--- src/rtl/seq1001_pkg.sv ---
// seq1001_pkg: shared constants for the 1001 sync-framed serial link.
// State encoding, sync pattern and a helper that picks one sync bit.
package seq1001_pkg;

   localparam logic [2:0] IDLE   = 3'd0;
   localparam logic [2:0] SYNC   = 3'd1;
   localparam logic [2:0] DATA   = 3'd2;
   localparam logic [2:0] STUFF  = 3'd3;
   localparam logic [2:0] PARITY = 3'd4;

   localparam logic [3:0] SYNC_PATTERN = 4'b1001;
   localparam int         SYNC_LEN     = 4;

   // Sync bit number idx in transmission order (0 = first bit on the line).
   function automatic logic sync_bit(input logic [1:0] idx);
      logic [3:0] pat;
      pat = SYNC_PATTERN;
      return pat[2'd3 - idx];
   endfunction

endpackage

--- src/rtl/seq1001_tx_if.sv ---
// seq1001_tx_if: payload valid/ready handshake into the transmitter.
interface seq1001_tx_if #(
   parameter int DATA_W = 8
);
   logic              in_valid;
   logic [DATA_W-1:0] in_data;
   logic              in_ready;

   modport master (output in_valid, output in_data, input in_ready);
   modport slave  (input in_valid, input in_data, output in_ready);
endinterface

--- src/rtl/seq1001_stuffer.sv ---
// seq1001_stuffer: counts consecutive emitted zeros and requests a stuffed 0
// once two in a row have gone out, so 1001 can never be formed by payload.
module seq1001_stuffer (
   input  logic clk,
   input  logic rst_n,
   input  logic clr,
   input  logic bit_en,
   input  logic bit_val,
   output logic stuff_req
);
   logic [1:0] zero_run;

   // Run-length of zeros since the last emitted 1 or stuffed bit.
   always_ff @(posedge clk or negedge rst_n) begin
      if (!rst_n)
         zero_run <= 2'd0;
      else if (clr)
         zero_run <= 2'd0;
      else if (bit_en)
         zero_run <= bit_val ? 2'd0 : zero_run + 2'd1;
   end

   assign stuff_req = (zero_run == 2'd2);

endmodule

--- src/rtl/seq1001_tx.sv ---
// seq1001_tx: serial frame transmitter. Frame = sync 1001, then payload
// MSB-first with a 0 stuffed after every pair of payload zeros.
// Optional even-parity bit after the payload: define SEQ1001_TX_PARITY_EN.
module seq1001_tx
   import seq1001_pkg::*;
#(
   parameter int DATA_W = 8
)(
   input  logic        clk,
   input  logic        rst_n,
   seq1001_tx_if.slave bus,
   output logic        sdo,
   output logic        busy,
   output logic        frame_done
);
   localparam int CNT_W = $clog2(DATA_W + 1);

   logic [2:0]        state;
   logic [2:0]        state_nx;
   logic              sdo_nx;
   logic [1:0]        sync_idx;
   logic [DATA_W-1:0] shreg;
   logic [CNT_W-1:0]  bit_cnt;
   logic              accept;
   logic              take_data;
   logic              bit_en;
   logic              bit_val;
   logic              run_clr;
   logic              stuff_req;
`ifdef SEQ1001_TX_PARITY_EN
   logic              par_bit;
   logic              par_sent;
`endif

   assign accept = bus.in_valid && bus.in_ready;

   seq1001_stuffer u_stuffer (
      .clk       (clk),
      .rst_n     (rst_n),
      .clr       (run_clr),
      .bit_en    (bit_en),
      .bit_val   (bit_val),
      .stuff_req (stuff_req)
   );

   // Next state and the bit that goes on the line during the next cycle.
   always_comb begin
      state_nx  = state;
      sdo_nx    = 1'b1;
      take_data = 1'b0;
      bit_en    = 1'b0;
      bit_val   = 1'b0;
      run_clr   = 1'b0;
      case (state)
         IDLE: begin
            if (accept) begin
               state_nx = SYNC;
               sdo_nx   = sync_bit(2'd0);
               run_clr  = 1'b1;
            end
         end
         SYNC: begin
            if (sync_idx != 2'(SYNC_LEN - 1)) begin
               sdo_nx = sync_bit(sync_idx + 2'd1);
            end else begin
               state_nx  = DATA;
               sdo_nx    = shreg[DATA_W-1];
               take_data = 1'b1;
               bit_en    = 1'b1;
               bit_val   = shreg[DATA_W-1];
            end
         end
         DATA, STUFF, PARITY: begin
            if (state != STUFF && stuff_req) begin
               state_nx = STUFF;
               sdo_nx   = 1'b0;
               run_clr  = 1'b1;
            end else if (bit_cnt != CNT_W'(DATA_W)) begin
               state_nx  = DATA;
               sdo_nx    = shreg[DATA_W-1];
               take_data = 1'b1;
               bit_en    = 1'b1;
               bit_val   = shreg[DATA_W-1];
            end
`ifdef SEQ1001_TX_PARITY_EN
            else if (!par_sent) begin
               state_nx = PARITY;
               sdo_nx   = par_bit;
               bit_en   = 1'b1;
               bit_val  = par_bit;
            end
`endif
            else begin
               state_nx = IDLE;
               sdo_nx   = 1'b1;
            end
         end
         default: begin
            state_nx = IDLE;
            sdo_nx   = 1'b1;
         end
      endcase
   end

   // Control state and registered outputs; reset aborts any frame at once.
   always_ff @(posedge clk or negedge rst_n) begin
      if (!rst_n) begin
         state        <= IDLE;
         sdo          <= 1'b1;
         busy         <= 1'b0;
         frame_done   <= 1'b0;
         bus.in_ready <= 1'b1;
         sync_idx     <= 2'd0;
         bit_cnt      <= '0;
      end else begin
         state        <= state_nx;
         sdo          <= sdo_nx;
         busy         <= (state_nx != IDLE);
         frame_done   <= (state != IDLE) && (state_nx == IDLE);
         bus.in_ready <= (state_nx == IDLE);
         if (accept)
            sync_idx <= 2'd0;
         else if (state == SYNC)
            sync_idx <= sync_idx + 2'd1;
         if (accept)
            bit_cnt <= '0;
         else if (take_data)
            bit_cnt <= bit_cnt + 1'b1;
      end
   end

   // Payload shift register: loaded on acceptance, shifted per data bit.
   always_ff @(posedge clk) begin
      if (accept)
         shreg <= bus.in_data;
      else if (take_data)
         shreg <= {shreg[DATA_W-2:0], 1'b0};
   end

`ifdef SEQ1001_TX_PARITY_EN
   // Even parity of the payload, captured together with the payload.
   always_ff @(posedge clk) begin
      if (accept)
         par_bit <= ^bus.in_data;
   end

   // Marks that the parity bit has gone out in the current frame.
   always_ff @(posedge clk or negedge rst_n) begin
      if (!rst_n)
         par_sent <= 1'b0;
      else if (accept)
         par_sent <= 1'b0;
      else if (state_nx == PARITY)
         par_sent <= 1'b1;
   end
`endif

endmodule

--- src/flat_wrapper.sv ---
// flat-port wrapper written by rule: the top's interface ports become plain ports
module seq1001_tx_flat import seq1001_pkg::*;
#(
   parameter int DATA_W = 8
)
  (clk, rst_n, sdo, busy, frame_done, bus_in_valid, bus_in_data, bus_in_ready);
  seq1001_tx_if #(.DATA_W(DATA_W)) bus_i ();
  input  logic clk;
  input  logic rst_n;
  output logic sdo;
  output logic busy;
  output logic frame_done;
  input wire logic [$bits(bus_i.in_valid)-1:0] bus_in_valid;
  input wire logic [$bits(bus_i.in_data)-1:0] bus_in_data;
  output wire logic [$bits(bus_i.in_ready)-1:0] bus_in_ready;
  assign bus_i.in_valid = bus_in_valid;
  assign bus_i.in_data = bus_in_data;
  assign bus_in_ready = bus_i.in_ready;
  seq1001_tx #(.DATA_W(DATA_W)) u_core (.clk(clk), .rst_n(rst_n), .bus(bus_i), .sdo(sdo), .busy(busy), .frame_done(frame_done));
endmodule
--- config.mk ---
export PLATFORM = sky130hd
export DESIGN_NAME = seq1001_tx_flat
export DESIGN_NICKNAME = d
export VERILOG_FILES = /design/src/rtl/seq1001_pkg.sv /design/src/rtl/seq1001_tx_if.sv /design/src/rtl/seq1001_stuffer.sv /design/src/rtl/seq1001_tx.sv /design/src/flat_wrapper.sv
export SDC_FILE = /design/constraint.sdc
export NUM_CORES = 1
export LEC_CHECK = 0
export BUFFER_PORTS_ARGS = -buffer_cell sky130_fd_sc_hd__clkbuf_2
export CAP_MARGIN = 30
export CORE_MARGIN = 4
export CORE_UTILIZATION = 45
export CTS_CLUSTER_DIAMETER = 150
export DETAILED_ROUTE_END_ITERATION = 7
export MAX_ROUTING_LAYER = met4
export SLEW_MARGIN = 20
export SYNTH_ARGS = -nofsm -noshare
export SYNTH_HDL_FRONTEND = slang
export SYNTH_SLANG_ARGS = --single-unit
--- constraint.sdc ---
create_clock -name clk -period 4.6 [get_ports clk]
set_clock_uncertainty 0.05 [all_clocks]
set_input_delay 0.69 -clock clk [delete_from_list [all_inputs] [get_ports clk]]
set_output_delay 0.69 -clock clk [all_outputs]
set_load 0.01 [all_outputs]
==> results of run 1 <==
## worst paths after layout
check | startpoint | to | slack [ns] | cells past startpoint
worst max-delay path | u_core.u_stuffer.zero_run[0]$_DFFE_PN0P_ | u_core.shreg[1]$_DFFE_PP_ | 2.59 | 6
worst min-delay path | rst_n | u_core.state[1]$_DFF_PN0_ | 0.21 | 1
worst max register to register | u_core.u_stuffer.zero_run[0]$_DFFE_PN0P_ | u_core.shreg[1]$_DFFE_PP_ | 2.59 | 6
worst min register to register | u_core.u_stuffer.zero_run[0]$_DFFE_PN0P_ | u_core.u_stuffer.zero_run[0]$_DFFE_PN0P_ | 0.49 | 2
max in group asynchronous | rst_n | u_core.bus.in_ready$_DFF_PN1_ | 3.97 | 1
min in group clk | u_core.u_stuffer.zero_run[0]$_DFFE_PN0P_ | u_core.u_stuffer.zero_run[0]$_DFFE_PN0P_ | 0.49 | 2
## routing by layer
layer / vias to the layer above / share of wire / wire [um]
met5: - / 0 / 0
met4: 0 / 0.020 / 43
met3: 5 / 0.028 / 60
met2: 12 / 0.47 / 1010
met1: 408 / 0.48 / 1040
li1: 423 / - / -
## cell type report
type | count | area [um2]
Fill cell | 238 | 1200
Multi-Input combinational cell | 75 | 586
Clock inverter | 1 | 7.51
Sequential cell | 23 | 618
Inverter | 8 | 30.0
Clock buffer | 3 | 22.5
Tap cell | 30 | 37.5
Timing Repair Buffer | 14 | 70.1
## synthesized netlist by cell type (all sizes together) (2+ instances only)
library cell,number,area share
nand3b,3,0.018
mux2,8,0.072
dfstp,2,0.042
nand2,11,0.033
buf,3,0.016
inv,8,0.024
a21oi,8,0.041
ha,5,0.050
mux2i,6,0.048
edfxtp,8,0.19
nor3,3,0.021
o21ai,7,0.028
nand2b,5,0.031
dfrtp,13,0.26
and3,3,0.015
and4bb,2,0.020
## flip-flops by register name, summed over array words and instances, names as in the netlist
signal,cells
u_core.shreg,8
u_core.bit_cnt,4
u_core.state,3
u_core.sync_idx,2
u_core.u_stuffer.zero_run,2
u_core.bus.in_ready,1
u_core.busy,1
u_core.frame_done,1
u_core.sdo,1
## cells by family (layout without fill, tap and decap cells)
kind of cell / after synthesis / count (layout)
buffers and inverters: 11 / 26
xor gates and xnor gates: 1 / 1
other: 1 / 1
and+or+nand+nor: 31 / 31
AOI/OAI and AO/OA: 23 / 23
DFF: 23 / 23
muxes: 14 / 14
adders and majority gates: 5 / 5
## power by group through the flow
stage | Combinational (mW) | Clock, mW | Sequential, mW
floorplan | 0.272 | 0 | 0.379
global placement | 0.324 | 0 | 0.398
detailed placement | 0.330 | 0 | 0.403
CTS | 0.332 | 0.0999 | 0.398
global route | 0.370 | 0.110 | 0.411
finish | 0.327 | 0.0966 | 0.397
## stage by stage
step	utilization	hold slack (ns)	setup slack (ns)	power [mW]	cell area, um2
after floorplan	-	0.344	2.79	0.652	1250
after global placement	0.522	0.470	2.61	0.722	1340
after detailed placement	0.522	0.481	2.57	0.733	1340
after CTS	0.534	0.222	2.57	0.831	1370
after global routing	0.534	0.217	2.46	0.892	1370
final	0.534	0.213	2.59	0.821	1370
## cell usage in the layout, fill, tap and decap left out, types with 3 or more instances in the layout
cell	n
a21oi_1	7
and3_1	3
clkbuf_2	14
clkbuf_4	3
dfrtp_1	13
edfxtp_1	8
ha_1	5
inv_1	8
mux2_2	8
mux2i_1	6
nand2_1	11
nand2b_1	4
nand3b_1	3
o21ai_0	7
==> impl_metrics.json, run 1 <==
{
  "slew_headroom": 0.599,
  "syn_nets": 125,
  "synthSimpleGateAreaFrac": 0.159,
  "crit_required_ns": 4.55,
  "path_cells": "inv_1, ha_1, inv_1, a32o_2, a21oi_4, nand2_1",
  "netlist_instances": 109,
  "maxCapViolCount": 0,
  "yosys_warnings": 0,
  "clock_sink_count": 23,
  "syn_to_final_growth_pct": 9.38,
  "mappedNetlistArea_mm2": 0.00125,
  "busiest_layer": "met2",
  "synth-compound-area-share": 0.129,
  "met2_usage": 0.234,
  "nNetsFinal": 141,
  "hold_path_class": "input pin to asynchronous set/reset pin",
  "synthArstFlopShare": 0.652,
  "clock_path_buffers": 2,
  "synth_adder_area_share": 0.0499,
  "io_pins": 15,
  "arrival_ns": 1.95,
  "ys_types": 34,
  "power_frac_comb": 0.398,
  "clk_pin_slew_worst_paths_ns": 0.13,
  "max_freq_mhz": 499,
  "leakagePower_nw": 0.621,
  "gr-total-overflow": 0,
  "seq_area_frac_synth": 0.493,
  "ir_drop_mv": 0.318,
  "rsz0062_at_grt": "false",
  "instances_no_fill": 154,
  "floorplan.core_area_mm2": 0.00257,
  "ctsResizeCount": 0,
  "wire_per_inst_um": 14.0,
  "initial_core_util": 0.488,
  "p_int_uw": 517,
  "synth_xor_xnor_area_share": 0.00699,
  "power_density_mw_per_mm2": 599,
  "postCtsSetupBuffers": 0,
  "synth_top_family_by_area": "simple AND/OR/NAND/NOR gates",
  "vias": 848,
  "drt-initial-drc-count": 13,
  "first_global_vias": 875,
  "start_kind": "flop",
  "finalSetupViolCount": 0,
  "die_w_um": 60.8,
  "dieHeight_um": 60.8,
  "fin_crit_ns": 2.01,
  "fin_crit_sh": 0.436,
  "cpPeakStageDelay_ns": 0.40,
  "cp_slowest_cell": "dfrtp_1",
  "outcome": "complete, no violations",
  "path_buf_inv": 2,
  "grt_pass1_wl_mm": 3.87,
  "drive_gt1_frac": 0.290,
  "ant_nets": 0,
  "synth.area.mux_share": 0.120,
  "power_frac_seq": 0.484,
  "crit_top_cell": "inv_1",
  "vias_per_cell": 5.51,
  "gr-usage-met1": 0.175,
  "synth-seq-cells": 23,
  "clk-insertion-delay-late_ns": 0.31,
  "clockRootBuffer": "clkbuf_4",
  "num_rows": 18,
  "hold_buffers": 0,
  "power_frac_clock": 0.118,
  "h-tree-depth": 1,
  "numPortBuffers": 14,
  "routed_wl_mm": 2.16,
  "place_inst": 150,
  "critPathMaxFanout": 8,
  "criticalPathCategory": "flop to flop",
  "place_congestion": 0.783,
  "path_delay_family": "compound AO/OA/AOI/OAI gates",
  "p_sw_frac": 0.370,
  "crit_path_end_kind": "flop",
  "setup_tns_ns": 0,
  "track_usage": 0.145,
  "grt_use_met3": 0.0255,
  "drv_slew": 0,
  "die_area_mm2": 0.00369,
  "worst_pin_slew_ns": 0.601,
  "cts_inserted_buffers": 3,
  "finalHoldViolCount": 0,
  "num_antenna_cells": 0,
  "cts_tree": "yes",
  "avgSynthCellArea_um2": 11.5,
  "antenna_found_initial": 0,
  "dp_hpwl_mm": 1.61,
  "switchingPower_uw": 304,
  "yosys_most_used_dff": "dfrtp_1",
  "synth_edf_count": 8,
  "drt-pass1-iter-count": 2,
  "drc": 0,
  "grt_max_degree": 18
}
(Power assumes the default switching activity.)
==> run 2: changes to the inputs <==
==> constraint.sdc (replaced) <==
create_clock -name clk -period 2 [get_ports clk]
set_clock_uncertainty 0.05 [all_clocks]
set_input_delay 0.3 -clock clk [delete_from_list [all_inputs] [get_ports clk]]
set_output_delay 0.3 -clock clk [all_outputs]
set_load 0.01 [all_outputs]
==> run 2 against run 1 <==
  * Sequential cell count unchanged
  * Register-to-register slack got worse by 2.4 ns
  * Cell count increased by 3.9%
  * Count of clock-buffer cells in the layout increased by 1
  * Combinational power increased to 2.5 times the previous value
  * Hold slack got worse by 0.059 ns
  * Sequential share of layout area decreased by 1.5 points
  * Utilization increased by 1.8 points
  * Worst setup slack got worse by 2.4 ns
  * Die area unchanged
  * Maximum frequency increased by 13%
  * Largest power group unchanged
==> impl_metrics.json, run 2 (same netlist as run 1, synthesis figures left out) <==
{
  "leakagePower_nw": 0.650,
  "maxCapViolCount": 0,
  "numPortBuffers": 14,
  "clk_pin_slew_worst_paths_ns": 0.12,
  "clock_path_buffers": 2,
  "criticalPathCategory": "flop to flop",
  "cp_slowest_cell": "dfrtp_1",
  "clockRootBuffer": "clkbuf_4",
  "cpPeakStageDelay_ns": 0.40,
  "crit_path_end_kind": "flop",
  "cts_inserted_buffers": 3,
  "drc": 0,
  "path_cells": "inv_1, ha_1, inv_1, a32o_2, a21oi_4, nand2_2",
  "cts_tree": "yes",
  "antenna_found_initial": 0,
  "outcome": "complete, no violations",
  "drv_slew": 0,
  "power_density_mw_per_mm2": 1370,
  "critPathMaxFanout": 8,
  "grt_max_degree": 16,
  "largest_reg_flops": 8,
  "place_congestion": 0.863,
  "fin_crit_sh": 0.891,
  "num_rows": 18,
  "fin_crit_ns": 1.78,
  "initial_core_util": 0.488,
  "floorplan.core_area_mm2": 0.00257,
  "nNetsFinal": 147,
  "io_pins": 15,
  "max_freq_mhz": 561,
  "grt_pass1_wl_mm": 3.91,
  "hold_path_class": "input pin to flop",
  "h-tree-depth": 1,
  "track_usage": 0.154,
  "ir_drop_mv": 0.791,
  "num_antenna_cells": 0,
  "finalSetupViolCount": 0,
  "drt-initial-drc-count": 40,
  "first_global_vias": 863,
  "die_w_um": 60.8,
  "placed_area_mm2": 0.00138,
  "drive_gt1_frac": 0.315,
  "rsz0062_at_grt": "false",
  "layout_common_cells": "clkbuf_2, dfrtp_1, nand2_1",
  "fin_area_mm2": 0.00142,
  "ant_nets": 0,
  "final_common_cell": "clkbuf_2",
  "fillerInstances": 238,
  "top_regs": "u_core.shreg: 8 flops, u_core.bit_cnt: 4 flops, u_core.state: 3 flops",
  "arrival_ns": 1.79,
  "drt-pass1-iter-count": 4,
  "dp_hpwl_mm": 1.67,
  "syn_to_final_growth_pct": 13.1,
  "start_kind": "flop",
  "setup_tns_ns": 0,
  "routed_wl_mm": 2.23,
  "clock_sink_count": 23,
  "gr-total-overflow": 0,
  "vias": 856,
  "crit_required_ns": 2.00,
  "regMostFlops": "u_core.shreg",
  "wire_per_inst_um": 13.9,
  "die_area_mm2": 0.00369,
  "crit_top_cell": "inv_1",
  "finalHoldViolCount": 0,
  "vias_per_cell": 5.35,
  "clk-insertion-delay-late_ns": 0.32,
  "dieHeight_um": 60.8
}
-- run 2: critical path: cells and delay by family, from the launching register on --
kind	cells	cell delay [ns]
buf+inv	2	0.17
flops	1	0.40
compound gates	2	0.47
simple gates	1	0.15
fa+ha+maj	1	0.27
-- run 2: layout make-up --
| cell class | count | area (um2) | share of cell area |
|---|---|---|---|
| multi-input cells | 75 | 588 | 0.415 |
| repair buffers | 20 | 118 | 0.0830 |
| well taps | 30 | 37.5 | 0.0265 |
| clock buffers | 4 | 26.3 | 0.0185 |
| flip-flops and latches | 23 | 618 | 0.436 |
| inverters | 8 | 30.0 | 0.0212 |
-- run 2: per-layer routing --
| layer | track usage | up-vias | part of all wire | wire length [um] |
|---|---|---|---|---|
| met2 | 0.226 | 14 | 0.46 | 1030 |
| met3 | 0.0255 | 6 | 0.027 | 61 |
| met5 | - | - | 0 | 0 |
| met1 | 0.189 | 402 | 0.48 | 1060 |
| met4 | 0.111 | 0 | 0.033 | 73 |
| li1 | - | 434 | - | - |
-- run 2: path summary, 6_finish.rpt --
path	from	end	slack (ns)	cells past startpoint
max	u_core.u_stuffer.zero_run[0]$_DFFE_PN0P_	u_core.shreg[1]$_DFFE_PP_	0.22	6
min	bus_in_valid	u_core.sync_idx[0]$_DFFE_PN0P_	0.15	2
max reg2reg	u_core.u_stuffer.zero_run[0]$_DFFE_PN0P_	u_core.shreg[1]$_DFFE_PP_	0.22	6
min reg2reg	u_core.u_stuffer.zero_run[1]$_DFFE_PN0P_	u_core.u_stuffer.zero_run[1]$_DFFE_PN0P_	0.50	2
max in group asynchronous	rst_n	u_core.bus.in_ready$_DFF_PN1_	1.23	2
min in group asynchronous	rst_n	u_core.sync_idx[0]$_DFFE_PN0P_	0.36	2
-- run 2: what timing repair did --
| item | 4_1_cts | 5_1_grt |
|---|---|---|
| endpoints found under the hold margin | 13 | 0 |
| resized for setup | 0 | 1 |
| endpoints found under the setup margin | 0 | 8 |
| buffers inserted | 0 | 0 |
| hold buffers | 1 | 0 |
-- run 2: stage by stage --
step                cells  total power [mW]  setup WS (ns)  utilization  hold slack (ns)
floorplan             109              1.50          0.191            -          -0.0456
global placement      155              1.71          0.193        0.537            0.181
detailed placement    155              1.73          0.130        0.537            0.188
CTS                   160              1.96          0.115        0.551            0.146
global route          160              2.11         0.0814        0.552            0.136
finish                160              1.95          0.219        0.552            0.155
-- run 2: where the power goes --
group	total (mW)	switching, mW	internal (mW)
clock	0.223	0.144	0.0782
sequential	0.897	0.151	0.747
combinational	0.825	0.413	0.412
==> run 3: changes to the inputs <==
--- a/config.mk
+++ b/config.mk
@@ -15,4 +15,5 @@
 export SLEW_MARGIN = 20
 export SYNTH_ARGS = -nofsm -noshare
 export SYNTH_HDL_FRONTEND = slang
+export SYNTH_HIERARCHICAL = 1
 export SYNTH_SLANG_ARGS = --single-unit
==> run 3 against run 2 <==
  * Sequential share of layout area is 0.57 points lower
  * Worst setup slack got worse by 0.12 ns
  * Count of clock-buffer cells in the layout fell by 1
  * Critical path depth up 3
  * Cell count increased by 5.0%
  * Cell area grew 1.3%
  * Maximum frequency fell by 6.2%
  * Sequential power shrank 1%
  * Via count rose by 9.0%
  * Hold slack got worse by 0.023 ns
  * Combinational power increased by 8.4%
  * Highest routed layer unchanged
==> impl_metrics.json, run 3 <==
{
  "outcome": "complete, no violations",
  "netlist_instances": 116,
  "first_global_vias": 974,
  "yosys-top-cells-area": "dfrtp_1, edfxtp_1, mux2_2, ha_1, dfstp_2",
  "synth_adder_area_share": 0.0492,
  "finalSetupViolCount": 0,
  "fin_area_mm2": 0.00144,
  "numPortBuffers": 14,
  "holdWs_ns": 0.132,
  "power_frac_seq": 0.442,
  "synth_area_leader_cell": "dfrtp_1",
  "drive_gt1_frac": 0.292,
  "synth.area.mux_share": 0.0934,
  "synth_top_family_by_area": "simple AND/OR/NAND/NOR gates",
  "io_pins": 15,
  "drt-pass1-iter-count": 4,
  "clockRootBuffer": "clkbuf_4",
  "p_int_mw": 1.26,
  "ys_types": 37,
  "top_regs": "u_core/shreg: 8 flops, u_core/bit_cnt: 4 flops, u_core/state: 3 flops",
  "power_frac_clock": 0.112,
  "avgSynthCellArea_um2": 11.0,
  "switchingPower_uw": 743,
  "final_common_cell": "clkbuf_2",
  "power_density_mw_per_mm2": 1400,
  "synthArstFlopShare": 0.652,
  "floorplan.core_area_mm2": 0.00273,
  "max_freq_mhz": 526,
  "cts_tree": "yes",
  "post-synth-top-count-cell": "dfrtp_1",
  "routed_wl_mm": 2.41,
  "r2r_start": "u_core/u_stuffer/zero_run[0]$_DFFE_PN0P_",
  "crit_required_ns": 2.21,
  "grt_pass1_wl_mm": 4.15,
  "die_area_mm2": 0.00374,
  "synth_common_cells": "dfrtp_1, inv_1, nand2_1",
  "p_sw_frac": 0.371,
  "postCtsSetupBuffers": 0,
  "gr-total-overflow": 0,
  "nNetsFinal": 154,
  "synthSimpleGateAreaFrac": 0.151,
  "critPathMaxFanout": 6,
  "seq_area_frac_synth": 0.486,
  "regMostFlops": "u_core/shreg",
  "syn_nets": 132,
  "track_usage": 0.151,
  "place_congestion": 0.881,
  "clock_sink_count": 23,
  "syn_to_final_growth_pct": 12.9,
  "arrival_ns": 2.11,
  "r2r_slack_ns": 0.1,
  "crit_path_end_kind": "flop",
  "worstHoldEndpoint": "u_core/sync_idx[0]$_DFFE_PN0P_",
  "placed_area_mm2": 0.00139,
  "finalHoldViolCount": 0,
  "synth_xor_xnor_area_share": 0.00688,
  "die_w_um": 61.2,
  "vias": 933,
  "worstHoldStart": "bus_in_valid",
  "setup_tns_ns": 0,
  "start_kind": "flop",
  "synth-compound-area-share": 0.147,
  "synth_top_area_frac": 0.256,
  "synth_edf_count": 8,
  "fin_crit_ns": 1.90,
  "drc": 0,
  "dieHeight_um": 61.2,
  "drv_slew": 0,
  "mappedNetlistArea_mm2": 0.00127,
  "layout_common_cells": "clkbuf_2, dfrtp_1, inv_1",
  "crit_start": "u_core/u_stuffer/zero_run[0]$_DFFE_PN0P_",
  "reg2reg_depth": 9,
  "dp_hpwl_mm": 1.83,
  "hold_path_class": "input pin to flop",
  "fillerInstances": 236,
  "clk-insertion-delay-late_ns": 0.31,
  "largest_reg_flops": 8,
  "leakagePower_nw": 0.660,
  "wire_per_inst_um": 14.3,
  "hold-path-cell-count": 2,
  "rsz0062_at_grt": "false",
  "power_frac_comb": 0.446,
  "criticalPathCategory": "flop to flop",
  "reg2reg_to": "u_core/u_stuffer/zero_run[0]$_DFFE_PN0P_",
  "num_rows": 19,
  "clock_path_buffers": 2,
  "yosys_most_used_dff": "dfrtp_1",
  "initial_core_util": 0.465,
  "grt_max_degree": 17,
  "h-tree-depth": 1,
  "fin_crit_sh": 0.950,
  "maxCapViolCount": 0,
  "ir_drop_mv": 0.821,
  "num_antenna_cells": 0,
  "vias_per_cell": 5.55,
  "synth-seq-cells": 23,
  "antenna_found_initial": 0,
  "yosys_warnings": 6,
  "clk_pin_slew_worst_paths_ns": 0.13,
  "drt-initial-drc-count": 24,
  "cts_inserted_buffers": 3,
  "ant_nets": 0
}
run 3: routing by layer:
metal	part of all wire	GRT usage	up-vias
li1	-	-	451
met1	0.44	0.174	452
met2	0.50	0.254	26
met3	0.045	0.0252	4
met4	0.016	0.0743	0
met5	0	-	-
run 3: area by class of cell:
cell class / count / area, um2 / area share
Clock buffer: 3 / 22.5 / 0.0157
Sequential cell: 23 / 618 / 0.430
Tap cell: 31 / 38.8 / 0.0270
Inverter: 11 / 41.3 / 0.0287
Multi-Input combinational cell: 77 / 576 / 0.401
Clock inverter: 1 / 7.51 / 0.00523
Timing Repair Buffer: 22 / 133 / 0.0923
run 3: logic make-up (layout without fill, tap and decap cells):
| kind of cell | after synthesis | after routing |
|---|---|---|
| simple gates | 32 | 32 |
| compound gates | 27 | 27 |
| flops | 23 | 23 |
| buf+inv | 16 | 37 |
| mux | 11 | 11 |
| fa+ha+maj | 5 | 5 |
| other cells | 1 | 1 |
| xor+xnor | 1 | 1 |
run 3: timing repair:
| item | 4_1_cts | 5_1_grt |
|---|---|---|
| setup endpoints to repair | 0 | 3 |
| hold buffers | 1 | 0 |
| hold endpoints to repair | 13 | 0 |
| gates resized for setup | 0 | 1 |
run 3: power groups by stage:
| stage | sequential [mW] | clock (mW) | combinational (mW) |
|---|---|---|---|
| floorplan | 0.854 | 0 | 0.692 |
| global placement | 0.893 | 0 | 0.872 |
| detailed placement | 0.899 | 0 | 0.895 |
| CTS | 0.890 | 0.236 | 0.898 |
| global route | 0.913 | 0.253 | 1.00 |
| finish | 0.886 | 0.224 | 0.894 |
run 3: per-stage QoR:
stage	setup slack, ns	total power [mW]	util	cells
finish	0.0998	2.00	0.525	168
floorplan	0.216	1.55	-	116
detailed placement	0.0952	1.79	0.510	163
CTS	0.0884	2.02	0.524	168
global placement	0.147	1.76	0.510	163
global route	0.00956	2.17	0.525	168
run 3: worst max-delay path, cell delays in order (launching register included):
cell,delay [ns]
dfrtp_1,0.40
inv_1,0.05
ha_1,0.24
buf_4,0.17
nand2_1,0.11
o21ai_0,0.09
a21oi_1,0.19
nor2_1,0.10
nor4b_1,0.32
a21o_1,0.12
run 3: worst max path at each step:
stage	end	slack (ns)	cells past startpoint
2_1_floorplan	u_core/shreg[0]$_SDFFCE_PN0P_	0.22	6
3_3_place_gp	u_core/shreg[0]$_SDFFCE_PN0P_	0.15	5
3_5_place_dp	u_core/shreg[1]$_DFFE_PP_	0.1	6
4_1_cts	u_core/shreg[6]$_DFFE_PP_	0.09	6
5_1_grt	u_core/u_stuffer/zero_run[1]$_DFFE_PN0P_	0.01	9
6_report	u_core/u_stuffer/zero_run[0]$_DFFE_PN0P_	0.1	9
